--- src/rtl/sram_dualport_pipe.sv ---
// Simple-dual-port SRAM with a fixed-latency read pipeline, selectable
// read-during-write policy, a per-read tag and an in-flight read counter.
module sram_dualport_pipe #(
    parameter int unsigned WIDTH    = 8,
    parameter int unsigned DEPTH    = 8,
    parameter int unsigned LATENCY  = 5,
    parameter int unsigned RDW_MODE = 0,
    parameter int unsigned TAG_W    = 1,
    parameter int unsigned ADDR_W   = $clog2(DEPTH),
    parameter int unsigned CNT_W    = $clog2(LATENCY + 1)
) (
    input  logic              clk_i,
    input  logic              rst_ni,
    input  logic              wen_i,
    input  logic [ADDR_W-1:0] waddr_i,
    input  logic [WIDTH-1:0]  data_i,
    input  logic              ren_i,
    input  logic [ADDR_W-1:0] raddr_i,
    input  logic [TAG_W-1:0]  tag_i,
    output logic [WIDTH-1:0]  data_o,
    output logic [TAG_W-1:0]  tag_o,
    output logic              vld_o,
    output logic [CNT_W-1:0]  inflight_o
);

    if (LATENCY < 1) begin : g_bad_latency
        $error("sram_dualport_pipe: LATENCY must be at least 1");
    end

    // One extra bit so a power-of-two DEPTH does not wrap to zero.
    localparam logic [ADDR_W:0] DEPTH_L = (ADDR_W + 1)'(DEPTH);

    logic [WIDTH-1:0]   mem [DEPTH];
    logic [LATENCY-1:0] vld_q;
    logic [WIDTH-1:0]   data_q [LATENCY];
    logic [TAG_W-1:0]   tag_q  [LATENCY];
    logic [CNT_W-1:0]   cnt_q;

    logic             wr_ok;
    logic             rd_ok;
    logic             rdw_hit;
    logic [WIDTH-1:0] rd_word;

    always_comb begin
        wr_ok   = wen_i && ({1'b0, waddr_i} < DEPTH_L);
        rd_ok   = {1'b0, raddr_i} < DEPTH_L;
        rdw_hit = (RDW_MODE != 0) && wr_ok && (waddr_i == raddr_i);
        rd_word = '0;
        if (rdw_hit) begin
            rd_word = data_i;
        end else if (rd_ok) begin
            rd_word = mem[raddr_i];
        end
    end

    // Storage is deliberately outside the reset domain.
    always_ff @(posedge clk_i) begin
        if (wr_ok) begin
            mem[waddr_i] <= data_i;
        end
    end

    always_ff @(posedge clk_i or negedge rst_ni) begin
        if (!rst_ni) begin
            vld_q <= '0;
            cnt_q <= '0;
            for (int unsigned k = 0; k < LATENCY; k++) begin
                data_q[k] <= '0;
                tag_q[k]  <= '0;
            end
        end else begin
            vld_q[0] <= ren_i;
            if (ren_i) begin
                data_q[0] <= rd_word;
                tag_q[0]  <= tag_i;
            end
            // Stages only load behind a moving valid bit, so idle cycles hold.
            for (int unsigned k = 1; k < LATENCY; k++) begin
                vld_q[k] <= vld_q[k-1];
                if (vld_q[k-1]) begin
                    data_q[k] <= data_q[k-1];
                    tag_q[k]  <= tag_q[k-1];
                end
            end
            case ({ren_i, vld_o})
                2'b10:   cnt_q <= cnt_q + CNT_W'(1);
                2'b01:   cnt_q <= cnt_q - CNT_W'(1);
                default: cnt_q <= cnt_q;
            endcase
        end
    end

    assign vld_o      = vld_q[LATENCY-1];
    assign data_o     = data_q[LATENCY-1];
    assign tag_o      = tag_q[LATENCY-1];
    assign inflight_o = cnt_q;

endmodule

--- config.mk ---
export PLATFORM = sky130hd
export DESIGN_NAME = sram_dualport_pipe
export DESIGN_NICKNAME = d
export VERILOG_FILES = /design/src/rtl/sram_dualport_pipe.sv
export SDC_FILE = /design/constraint.sdc
export NUM_CORES = 1
export LEC_CHECK = 0
export CAP_MARGIN = 20
export CORE_ASPECT_RATIO = 0.8
export CORE_MARGIN = 2
export CORE_UTILIZATION = 30
export DETAILED_ROUTE_END_ITERATION = 12
export GPL_TIMING_DRIVEN = 0
export PLACE_DENSITY = 0.48
export SYNTH_ARGS = -nofsm -noshare
export SYNTH_HDL_FRONTEND = slang
export SYNTH_SLANG_ARGS = --single-unit
--- constraint.sdc ---
create_clock -name clk_i -period 3.5 [get_ports clk_i]
set_input_delay 0.7 -clock clk_i [delete_from_list [all_inputs] [get_ports clk_i]]
set_output_delay 0.7 -clock clk_i [all_outputs]
set_load 0.005 [all_outputs]
== Yosys cells after proc, flatten, opt, wreduce, memory -nomap -nowiden ==
Memories as Yosys holds them, arrays and structs flattened. A register that Yosys moved wholly into a read port is not among the register bits.
Index checks and enable logic that the tools add are counted.

* Add/subtract/negate cells: 2
* Multipliers: 0
* Div/mod/pow operators: 0
* $lt $le $gt $ge: 0
* Equal/unequal tests: 2
* Shift operators: 0
* Multiplexer cells: 3
* Bitwise operators: 0
* Reduce and logical (&&, ||, !) cells: 2

{| class="wikitable"
|+ Operators by type and width
! kind !! count
|-
| $pmux 3 s2 || 1
|-
| $add 3x1->3 const B || 1
|-
| $sub 3x1->3 const B || 1
|-
| $eq 2x1->1 const B || 1
|-
| $eq 2x2->1 const B || 1
|-
| $mux 1 || 2
|-
| $reduce_bool 2->1 || 1
|-
| $logic_not 1->1 || 1
|}

* Bits in registers: 45
* Latch bits: 0
* Bits in writable memories: 64
* Memory bits (read-only): 0
* Bits of input ports: 19
* Output and inout port bits: 13
* Word-level logic and storage cells: 21
* Memories kept: 1

{| class="wikitable"
|+ Memory list
! name !! words !! width !! rd ports !! clocked after memory_dff !! write ports !! RTL line !! text
|-
| mem || 8 || 8 || 1 || 1 || 1 || 33 || <nowiki>logic [WIDTH-1:0] mem [DEPTH];</nowiki>
|}

== Longest topological paths before layout ==
Gate-level depths: netlist (run 1).

* Word-level depth: 2
* Depth in mapped cells: 7
* Gate-level depth less buffers: 6

== Worst setup path after synthesis (run 1) ==
Ideal clock, no wire load.

* Kind: input -> register
* Start point: input port ren_i
* End point: register cnt_q[2] (netlist: inflight_o[2])
* Setup time: 0.125 ns
* Arrival time: 1.824 ns
* Data required time: 3.375 ns
* Setup slack: 1.551 ns
* Stages: 7
* Path buffers: 1
* Path through: buf_2 inv_1 ha_1 fa_1 xnor2_1 nor2_1 xor2_1

* Cells in the longest elaborated chain, start to end: 2
* Elaborated cells on any way between the ends: 4
* Those cells by class: eq/ne (2); mux (1); reduce/logical (1)

{| class="wikitable"
|+ RTL lines
! item !! RTL line !! text
|-
| start, declared || 17 || <nowiki>input logic ren_i,</nowiki>
|-
| $eq 2x1->1 / $eq 2x2->1 (equally long branches) || 85 || <nowiki>case ({ren_i, vld_o})</nowiki>
|-
| $pmux 3 s2 / $reduce_bool 2->1 (equally long branches) || -- ||
|-
| end signal, assigned || 86 || <nowiki>2'b10: cnt_q <= cnt_q + CNT_W'(1);</nowiki>
|-
| end signal, assigned || 87 || <nowiki>2'b01: cnt_q <= cnt_q - CNT_W'(1);</nowiki>
|-
| end signal, assigned || 88 || <nowiki>default: cnt_q <= cnt_q;</nowiki>
|-
| end, declared || 37 || <nowiki>logic [CNT_W-1:0] cnt_q;</nowiki>
|}

Parallel ways exist; a longest one is shown, timed or not.
A chain may end at the register's enable or synchronous reset.

== Final worst setup path (run 1) ==
Same ends and word-level chain as after synthesis.

==> results.py, run 1 <==
metrics = {
    "worst_setup_path": {
        "worst_path_largest_cell_delay_ps": 720,
        "crit_path_start_kind": "input pin",
        "r2r_slack_ps": 2050,
        "crit_buf_inv": 3,
        "worstPathArrival_ps": 2850,
        "criticalPathCategory": "in2reg",
        "slowest_stage": "clkdlybuf4s50_1",
        "required_ps": 3830,
        "crit_family": "buffers and inverters",
        "cp_cell_sequence": "clkdlybuf4s50_1, buf_2, inv_1, ha_1, fa_1, xnor2_1, nor2_1, xor2_1",
        "end_kind": "flop",
        "critical_path.max_fanout": 10,
    },
    "clock_network": {
        "clock_latency_ps": 410,
        "cts_resized": 0,
        "cts_buffer_depth": 2,
        "cts-buffers-inserted": 17,
        "post-cts-setup-buffers": 0,
        "root_buffer": "clkbuf_16",
        "cts_max_level": 4,
        "path_clk_slew_ps": 50,
        "cts.sinks": 117,
        "cts_tree": "built",
        "hold_buffers": 0,
    },
    "layout": {
        "syn_to_final_growth_pct": 24.36,
        "layout_common_cells": "edfxtp_1 (64), dfrtp_1 (53), mux2_2 (38), clkdlybuf4s50_1 (30), mux2i_1 (24)",
        "layout_commonest_cell": "edfxtp_1",
        "nets": 345,
        "stdcell_area_um2": 5678,
        "postLayoutCoreUtil": 0.3794,
        "layout-drive-gt1-share": 0.2700,
        "fillers": 1386,
        "n_antenna_cell": 0,
    },
    "detailed_routing": {
        "via_per_inst": 4.496,
        "postRouteAntennaNets": 0,
        "drt_wl_total_um": 8009,
        "post-route-drc-count": 0,
        "via_count": 2365,
        "wl_per_cell_um": 15.23,
        "dr.first_iter.drc_count": 99,
        "drt_pass1_iterations": 5,
    },
    "grt": {
        "grt_max_degree": 40,
        "grt_overflow": 0,
        "grt_pass1_vias": 2524,
        "grt_pass1_wl_um": 13430,
        "grtUsageTotal": 0.1129,
        "antenna_found_initial": 0,
    },
    "status": {
        "outcome": "finished, final reports clean",
    },
    "sta": {
        "tightestPinTransition_ps": 908.1,
        "rsz0062_at_grt": "false",
        "slew_headroom": 0.3924,
        "fin_hold_ws_ps": 210.8,
        "tns_ps": 0,
        "finalHoldViolCount": 0,
        "period_minus_slack_ps": 2520,
        "fin_skew_ps": 13.12,
        "finalSetupViolCount": 0,
        "fmax_ghz": 0.3969,
        "fin_crit_sh": 0.7199,
        "slew_violations": 0,
    },
    "place": {
        "place_hpwl_um": 5678,
        "port_buffers": 31,
        "place_area_um2": 5137,
        "gp_congestion": 0.6940,
    },
    "synthesis": {
        "syn-num-nets": 292,
        "synth_warnings": 0,
        "netlist-cell-type-count": 25,
        "yosysSeqAreaShare": 0.7114,
        "synth_cells": 271,
        "ys_seq_elements": 117,
        "synth_area_um2": 4566,
        "syn_avg_cell_area_um2": 16.85,
    },
    "floorplanning": {
        "ios": 32,
        "core_area_um2": 14960,
        "die_w_um": 141.9,
        "num_rows": 40,
        "die-area_um2": 16230,
        "die_y_um": 114.3,
        "start_util": 0.3051,
    },
    "power_and_ir_drop": {
        "p_leak_uw": 0.002222,
        "seqPwrFrac": 0.459,
        "p_int_uw": 2882,
        "vdd_drop_max_mv": 0.3474,
        "power.switching_uw": 815.4,
        "clkPwrFrac": 0.423,
        "p_per_area_nw_per_um2": 651.2,
        "switching_share": 0.2205,
        "totalPowerFinal_uw": 3698,
        "pwr-share-comb": 0.118,
    },
    "run": {
        "max_cap_viol_count": 0,
    },
    "worst_hold_path": {
        "hold_path_class": "in2async",
    },
}
==> registers in the layout (all words and copies together), names as in the netlist <==
name and count:
data_o 8, mem 64, tag_o 1, inflight_o 3
vld_q 5, tag_q 4, data_q 32
==> Yosys cell counts <==
cell type	number	area share
buf_12	1	0.0044
buf_6	2	0.0049
xor2_1	1	0.0019
a22oi_1	8	0.013
nand2b_1	4	0.0055
buf_1	1	0.00082
and2b_1	1	0.0016
inv_1	1	0.00082
buf_4	9	0.015
ha_1	1	0.0027
fa_1	1	0.0044
nand3_1	8	0.0088
nor3_1	2	0.0022
mux2i_1	24	0.053
nor2b_1	16	0.022
a41o_1	8	0.018
buf_2	8	0.0088
mux2_2	38	0.094
dfrtp_1	53	0.29
nor2_1	7	0.0058
nand2_1	2	0.0016
xnor2_1	2	0.0038
edfxtp_1	64	0.42
nor2_2	1	0.0014
a211o_1	8	0.015
==> metal layers <==
| metal | GRT usage | share of wire | routed length, µm |
|---|---|---|---|
| met4 | 0.04400 | 0.014 | 116 |
| met3 | 0.04517 | 0.045 | 363 |
| met2 | 0.1625 | 0.44 | 3511 |
| met1 | 0.1534 | 0.50 | 4018 |
| met5 | 0 | 0 | 0 |
==> final cells by class <==
class / instances / area (µm²) / area share
clock buffers: 23 / 490.5 / 0.08638
inverters: 1 / 3.754 / 0.0006611
clock inverters: 9 / 50.05 / 0.008814
plain buffers: 21 / 153.9 / 0.02710
well taps: 189 / 236.5 / 0.04165
multi-input cells: 132 / 1160 / 0.2043
repair buffers: 34 / 335.3 / 0.05906
flip-flops and latches: 117 / 3248 / 0.5721
==> through the flow <==
step           setup slack (ps)  std cells
4_1_cts                   921.0        526
3_5_place_dp              505.2        494
2_1_floorplan              1551        271
3_3_place_gp              73.47        491
6_report                  980.2        526
5_1_grt                   831.8        526
==> path summary, 6_finish.rpt <==
kind                               start       endpoint  cells past startpoint
min in group clk_i              vld_q[0]       vld_q[1]                      0
worst min register to register  vld_q[0]       vld_q[1]                      0
worst min-delay path              rst_ni  inflight_o[0]                      1
worst max-delay path               ren_i  inflight_o[2]                      8
worst max register to register  vld_q[4]  inflight_o[2]                      5
max in group asynchronous         rst_ni     data_q[32]                      2
==> kinds of logic (layout without fill, tap and decap cells) <==
kind of cell    count (synthesis)  after routing  synth area share
xor+xnor                        3              3          0.005756
mux                            62             62            0.1463
buf+inv                        22             88           0.03453
fa+ha+maj                       2              2          0.007125
flops                         117            117            0.7114
simple gates                   41             41           0.04878
compound gates                 24             24           0.04604
==> power by group through the flow <==
stage	Combinational [µW]	Sequential, µW	Clock [µW]
6_report	437	1700	1560
5_1_grt	485	1720	1680
4_1_cts	449	1700	1600
3_5_place_dp	448	1720	0
3_3_place_gp	437	1720	0
2_1_floorplan	256	1700	0
Note: power is estimated with default switching activity, not from simulation.
==> run 2: changes to the inputs <==
- PLACE_DENSITY: 0.48 -> 0.5
- clock period: 3.5 -> 2.27 ns (I/O delays scaled with it)
==> run 2 against run 1 <==
First-iteration DRC count shrank 17%; combinational power up 54%; wire length is 0.64% higher; die area did not move; worst setup slack lost 680 ps; clock skew shrank 6.2 ps; largest cell class unchanged; largest power group is now clock.
==> results.py, run 2 (synthesis results as in run 1) <==
metrics = {
    "clock_network": {
        "post-cts-setup-buffers": 0,
        "cts-buffers-inserted": 17,
        "cts.sinks": 117,
        "path_clk_slew_ps": 50,
        "root_buffer": "clkbuf_16",
        "cts_tree": "built",
        "clock_latency_ps": 410,
        "cts_max_level": 4,
        "cts_buffer_depth": 2,
    },
    "run": {
        "max_cap_viol_count": 0,
    },
    "layout": {
        "regMostFlops": "mem",
        "nets": 346,
        "layout_commonest_cell": "edfxtp_1",
        "syn_to_final_growth_pct": 26.12,
        "postLayoutCoreUtil": 0.3848,
        "stdcell_area_um2": 5758,
        "layout-drive-gt1-share": 0.2751,
        "n_antenna_cell": 0,
        "layout_common_cells": "edfxtp_1 (64), dfrtp_1 (53), mux2_2 (38), clkdlybuf4s50_1 (29), mux2i_1 (24)",
        "largest_register_ffs": 64,
        "fillers": 1366,
    },
    "sta": {
        "fmax_ghz": 0.5069,
        "tns_ps": 0,
        "finalHoldViolCount": 0,
        "worst_slack_ps": 297.1,
        "fin_skew_ps": 6.944,
        "slew_violations": 0,
        "period_minus_slack_ps": 1973,
        "rsz0062_at_grt": "false",
        "fin_crit_sh": 0.8691,
        "slew_headroom": 0.4273,
        "finalSetupViolCount": 0,
        "tightestPinTransition_ps": 855.9,
    },
    "worst_setup_path": {
        "required_ps": 2600,
        "critical_path.max_fanout": 10,
        "criticalPathCategory": "in2reg",
        "crit_path_start_kind": "input pin",
        "end_kind": "flop",
        "worstPathArrival_ps": 2310,
    },
    "grt": {
        "grt_pass1_vias": 2530,
        "grt_max_degree": 40,
        "grt_overflow": 0,
        "grt_pass1_wl_um": 13160,
        "grtUsageTotal": 0.1113,
        "antenna_found_initial": 0,
    },
    "detailed_routing": {
        "wl_per_cell_um": 15.29,
        "drt_wl_total_um": 8060,
        "post-route-drc-count": 0,
        "drt_pass1_iterations": 4,
        "postRouteAntennaNets": 0,
        "via_per_inst": 4.552,
        "via_count": 2399,
        "dr.first_iter.drc_count": 82,
    },
    "power_and_ir_drop": {
        "p_leak_uw": 0.002246,
        "vdd_drop_max_mv": 0.4629,
        "p_per_area_nw_per_um2": 1048,
    },
    "floorplanning": {
        "die-area_um2": 16230,
        "die_y_um": 114.3,
        "die_w_um": 141.9,
        "start_util": 0.3051,
        "core_area_um2": 14960,
        "ios": 32,
        "num_rows": 40,
    },
    "place": {
        "place_area_um2": 5137,
        "pre_cts_ws_ps": -450.2,
        "port_buffers": 31,
        "place_hpwl_um": 5594,
        "gp_congestion": 0.7174,
    },
    "status": {
        "outcome": "finished, final reports clean",
    },
    "worst_hold_path": {
        "hold_path_class": "reg2reg",
    },
}
run 2: cell count changes in the layout (fill, tap and decap cells not counted):
cell | before | now
bufinv_16 | 0 | 4
clkbuf_1 | 4 | 0
clkbuf_16 | 19 | 17
clkdlybuf4s50_1 | 30 | 29
clkinv_1 | 0 | 2
clkinv_2 | 6 | 4
clkinvlp_4 | 1 | 4
dlygate4sd2_1 | 0 | 1
dlygate4sd3_1 | 0 | 1
inv_4 | 2 | 0
inv_6 | 0 | 1
run 2: layout make-up:
cell class                 instances  area (µm²)  area share
inverter                           1       3.754   0.0006519
timing repair buffer              35       344.1     0.05976
buffer                            21       153.9     0.02673
sequential                       117        3248      0.5641
clock inverter                    15       186.4     0.03238
clock buffer                      17       425.4     0.07388
tap                              189       236.5     0.04107
multi-input combinational        132        1160      0.2014
run 2: layer usage:
layer | vias to the layer above | wire [µm] | track usage
met4 | 0 | 137 | 0.05800
met5 | - | 0 | 0
li1 | 1118 | - | -
met1 | 1237 | 4057 | 0.1439
met2 | 35 | 3607 | 0.1647
met3 | 9 | 257 | 0.04057
run 2: path summary, 6_finish.rpt:
kind / startpoint / to / slack, ps / cells past startpoint
hold / removal: vld_q[0] / vld_q[1] / 360 / 0
setup reg to reg: vld_q[4] / inflight_o[2] / 810 / 5
setup / recovery: ren_i / inflight_o[2] / 300 / 8
hold reg to reg: vld_q[0] / vld_q[1] / 360 / 0
min in group asynchronous: rst_ni / data_o[7] / 490 / 2
max in group asynchronous: rst_ni / data_q[32] / 1260 / 3
run 2: power breakdown:
part / internal (µW) / total, µW / switching [µW]
logic: 438 / 672 / 234
registers: 2500 / 2610 / 118
clock network: 1820 / 2750 / 929
run 2: timing repair:
item	CTS	global route
setup endpoints to repair	1	0
hold buffers	1	0
resized for setup	1	0
hold endpoints to repair	14	0
run 2: through the flow:
step	hold slack, ps	instances	power (µW)
after floorplan	158.4	271	3020
after global placement	353.2	491	3320
after detailed placement	353.5	494	3344
after CTS	365.6	527	6116
after global routing	372.2	527	6306
final	363.8	527	6032
run 2: worst max-delay path, cell delays in order:
cell and delay [ps]:
dlygate4sd2_1 450, buf_2 310, inv_1 70, ha_1 230, fa_1 390, xnor2_1 130, nor2_1 110, xor2_1 140
==> run 3: changes to the inputs <==
- HOLD_SLACK_MARGIN: unset -> 0.12
- MAX_ROUTING_LAYER: unset -> met4
==> run 3 against run 2 <==
Clock power barely moved; sequential share of layout area stayed put; first-iteration DRC count fell by 8.5%; worst hold slack about the same; register-to-register slack about the same; critical path type unchanged; critical endpoint unchanged.
==> results.py, run 3 (synthesis results as in run 1) <==
metrics = {
    "clock_network": {
        "cts.sinks": 117,
        "root_buffer": "clkbuf_16",
        "path_clk_slew_ps": 50,
        "cts_tree": "built",
        "cts_buffer_depth": 2,
        "post-cts-setup-buffers": 0,
        "cts-buffers-inserted": 17,
        "cts_max_level": 4,
        "clock_latency_ps": 410,
    },
    "grt": {
        "grt_max_degree": 40,
        "grt_overflow": 0,
        "grt_pass1_wl_um": 13180,
        "antenna_found_initial": 0,
        "grtUsageTotal": 0.1149,
        "grt_pass1_vias": 2524,
    },
    "worst_hold_path": {
        "hp-start": "vld_q[0]",
        "min_path_cells": 0,
        "hold_path_class": "reg2reg",
    },
    "floorplanning": {
        "start_util": 0.3051,
        "die_w_um": 141.9,
        "ios": 32,
        "num_rows": 40,
        "die_y_um": 114.3,
        "die-area_um2": 16230,
        "core_area_um2": 14960,
    },
    "layout": {
        "largest_register_ffs": 64,
        "stdcell_area_um2": 5758,
        "layout-drive-gt1-share": 0.2751,
        "multiInputGateArea_um2": 1160,
        "syn_to_final_growth_pct": 26.12,
        "n_antenna_cell": 0,
        "register_area_um2": 3248,
        "fillers": 1366,
        "layout_commonest_cell": "edfxtp_1",
        "nets": 346,
        "layout_common_cells": "edfxtp_1 (64), dfrtp_1 (53), mux2_2 (38), clkdlybuf4s50_1 (29), mux2i_1 (24)",
        "regMostFlops": "mem",
    },
    "detailed_routing": {
        "postRouteAntennaNets": 0,
        "via_per_inst": 4.539,
        "drt_pass1_iterations": 4,
        "wl_per_cell_um": 15.30,
        "post-route-drc-count": 0,
        "via_count": 2392,
        "dr.first_iter.drc_count": 75,
        "drt_wl_total_um": 8064,
    },
    "worst_setup_path": {
        "r2r-start": "vld_q[4]",
        "crit_path_start_kind": "input pin",
        "criticalPathCategory": "in2reg",
        "ff2ff_path_depth": 5,
        "cp-startpoint": "ren_i",
        "required_ps": 2600,
        "worstPathArrival_ps": 2310,
        "critical_path.max_fanout": 10,
        "end_kind": "flop",
    },
    "power_and_ir_drop": {
        "vdd_drop_max_mv": 0.4608,
        "p_per_area_nw_per_um2": 1048,
        "totalPowerFinal_uw": 6032,
        "p_leak_uw": 0.002246,
    },
    "status": {
        "outcome": "finished, final reports clean",
    },
    "sta": {
        "fin_skew_ps": 9.424,
        "fin_crit_sh": 0.8700,
        "tightestPinTransition_ps": 863.0,
        "fmax_ghz": 0.5064,
        "slew_headroom": 0.4225,
        "finalHoldViolCount": 0,
        "slew_violations": 0,
        "period_minus_slack_ps": 1975,
        "rsz0062_at_grt": "false",
        "finalSetupViolCount": 0,
    },
    "run": {
        "max_cap_viol_count": 0,
    },
    "place": {
        "place_area_um2": 5137,
        "port_buffers": 31,
        "gp_congestion": 0.7257,
        "place_hpwl_um": 5594,
    },
}
## run 3: cell counts in the layout (fill, tap and decap cells not counted)
No cell type changed its count.
## run 3: repair_timing
item | 4_1_cts | 5_1_grt
hold endpoints to repair | 14 | 0
hold buffers | 1 | 0
gates resized for setup | 1 | 0
setup endpoints to repair | 1 | 0
## run 3: routing by layer
metal / GRT usage / part of all wire / up-vias
met2: 0.1647 / 0.45 / 40
met3: 0.04768 / 0.035 / 7
met1: 0.1450 / 0.51 / 1227
met4: 0.04600 / 0.010 / 0
met5: - / 0 / -
li1: - / - / 1118
## run 3: report_power, final
group / total (µW) / leakage (µW) / internal [µW] / switching [µW]
combinational: 672 / 0.000743 / 438 / 234
clock: 2750 / 0.000290 / 1820 / 929
sequential: 2610 / 0.00121 / 2500 / 118
total: 6030 / 0.00225 / 4750 / 1280
## run 3: worst paths after layout
check                                end  slack [ps]
min reg2reg                     vld_q[1]         360
max reg2reg                inflight_o[2]         800
max in group asynchronous       tag_q[4]        1250
min in group asynchronous      data_o[7]         490
min                             vld_q[1]         360
max                        inflight_o[2]         300
## run 3: layout make-up
| class | instances | share of cell area |
|---|---|---|
| flip-flops and latches | 117 | 0.5641 |
| multi-input cells | 132 | 0.2014 |
| plain buffers | 21 | 0.02673 |
| inverters | 1 | 0.0006519 |
| clock inverters | 15 | 0.03238 |
| well taps | 189 | 0.04107 |
| clock buffers | 17 | 0.07388 |
| repair buffers | 35 | 0.05976 |
## run 3: critical path, cell delays in order
cell	delay, ps
dlygate4sd2_1	450
buf_2	310
inv_1	70
ha_1	230
fa_1	390
xnor2_1	130
nor2_1	110
xor2_1	140
## run 3: stage by stage
step | std cells | hold WS (ps) | TNS (ps) | setup slack, ps | utilization
after global placement | 491 | 353.2 | -52440 | -911.1 | 0.3416
after CTS | 527 | 365.6 | 0 | 253.1 | 0.3848
after detailed placement | 494 | 353.5 | -837.2 | -450.2 | 0.3433
after floorplan | 271 | 158.4 | 0 | 566.7 | -
after global routing | 527 | 372.2 | 0 | 167.6 | 0.3848
final | 527 | 363.8 | 0 | 295.2 | 0.3848
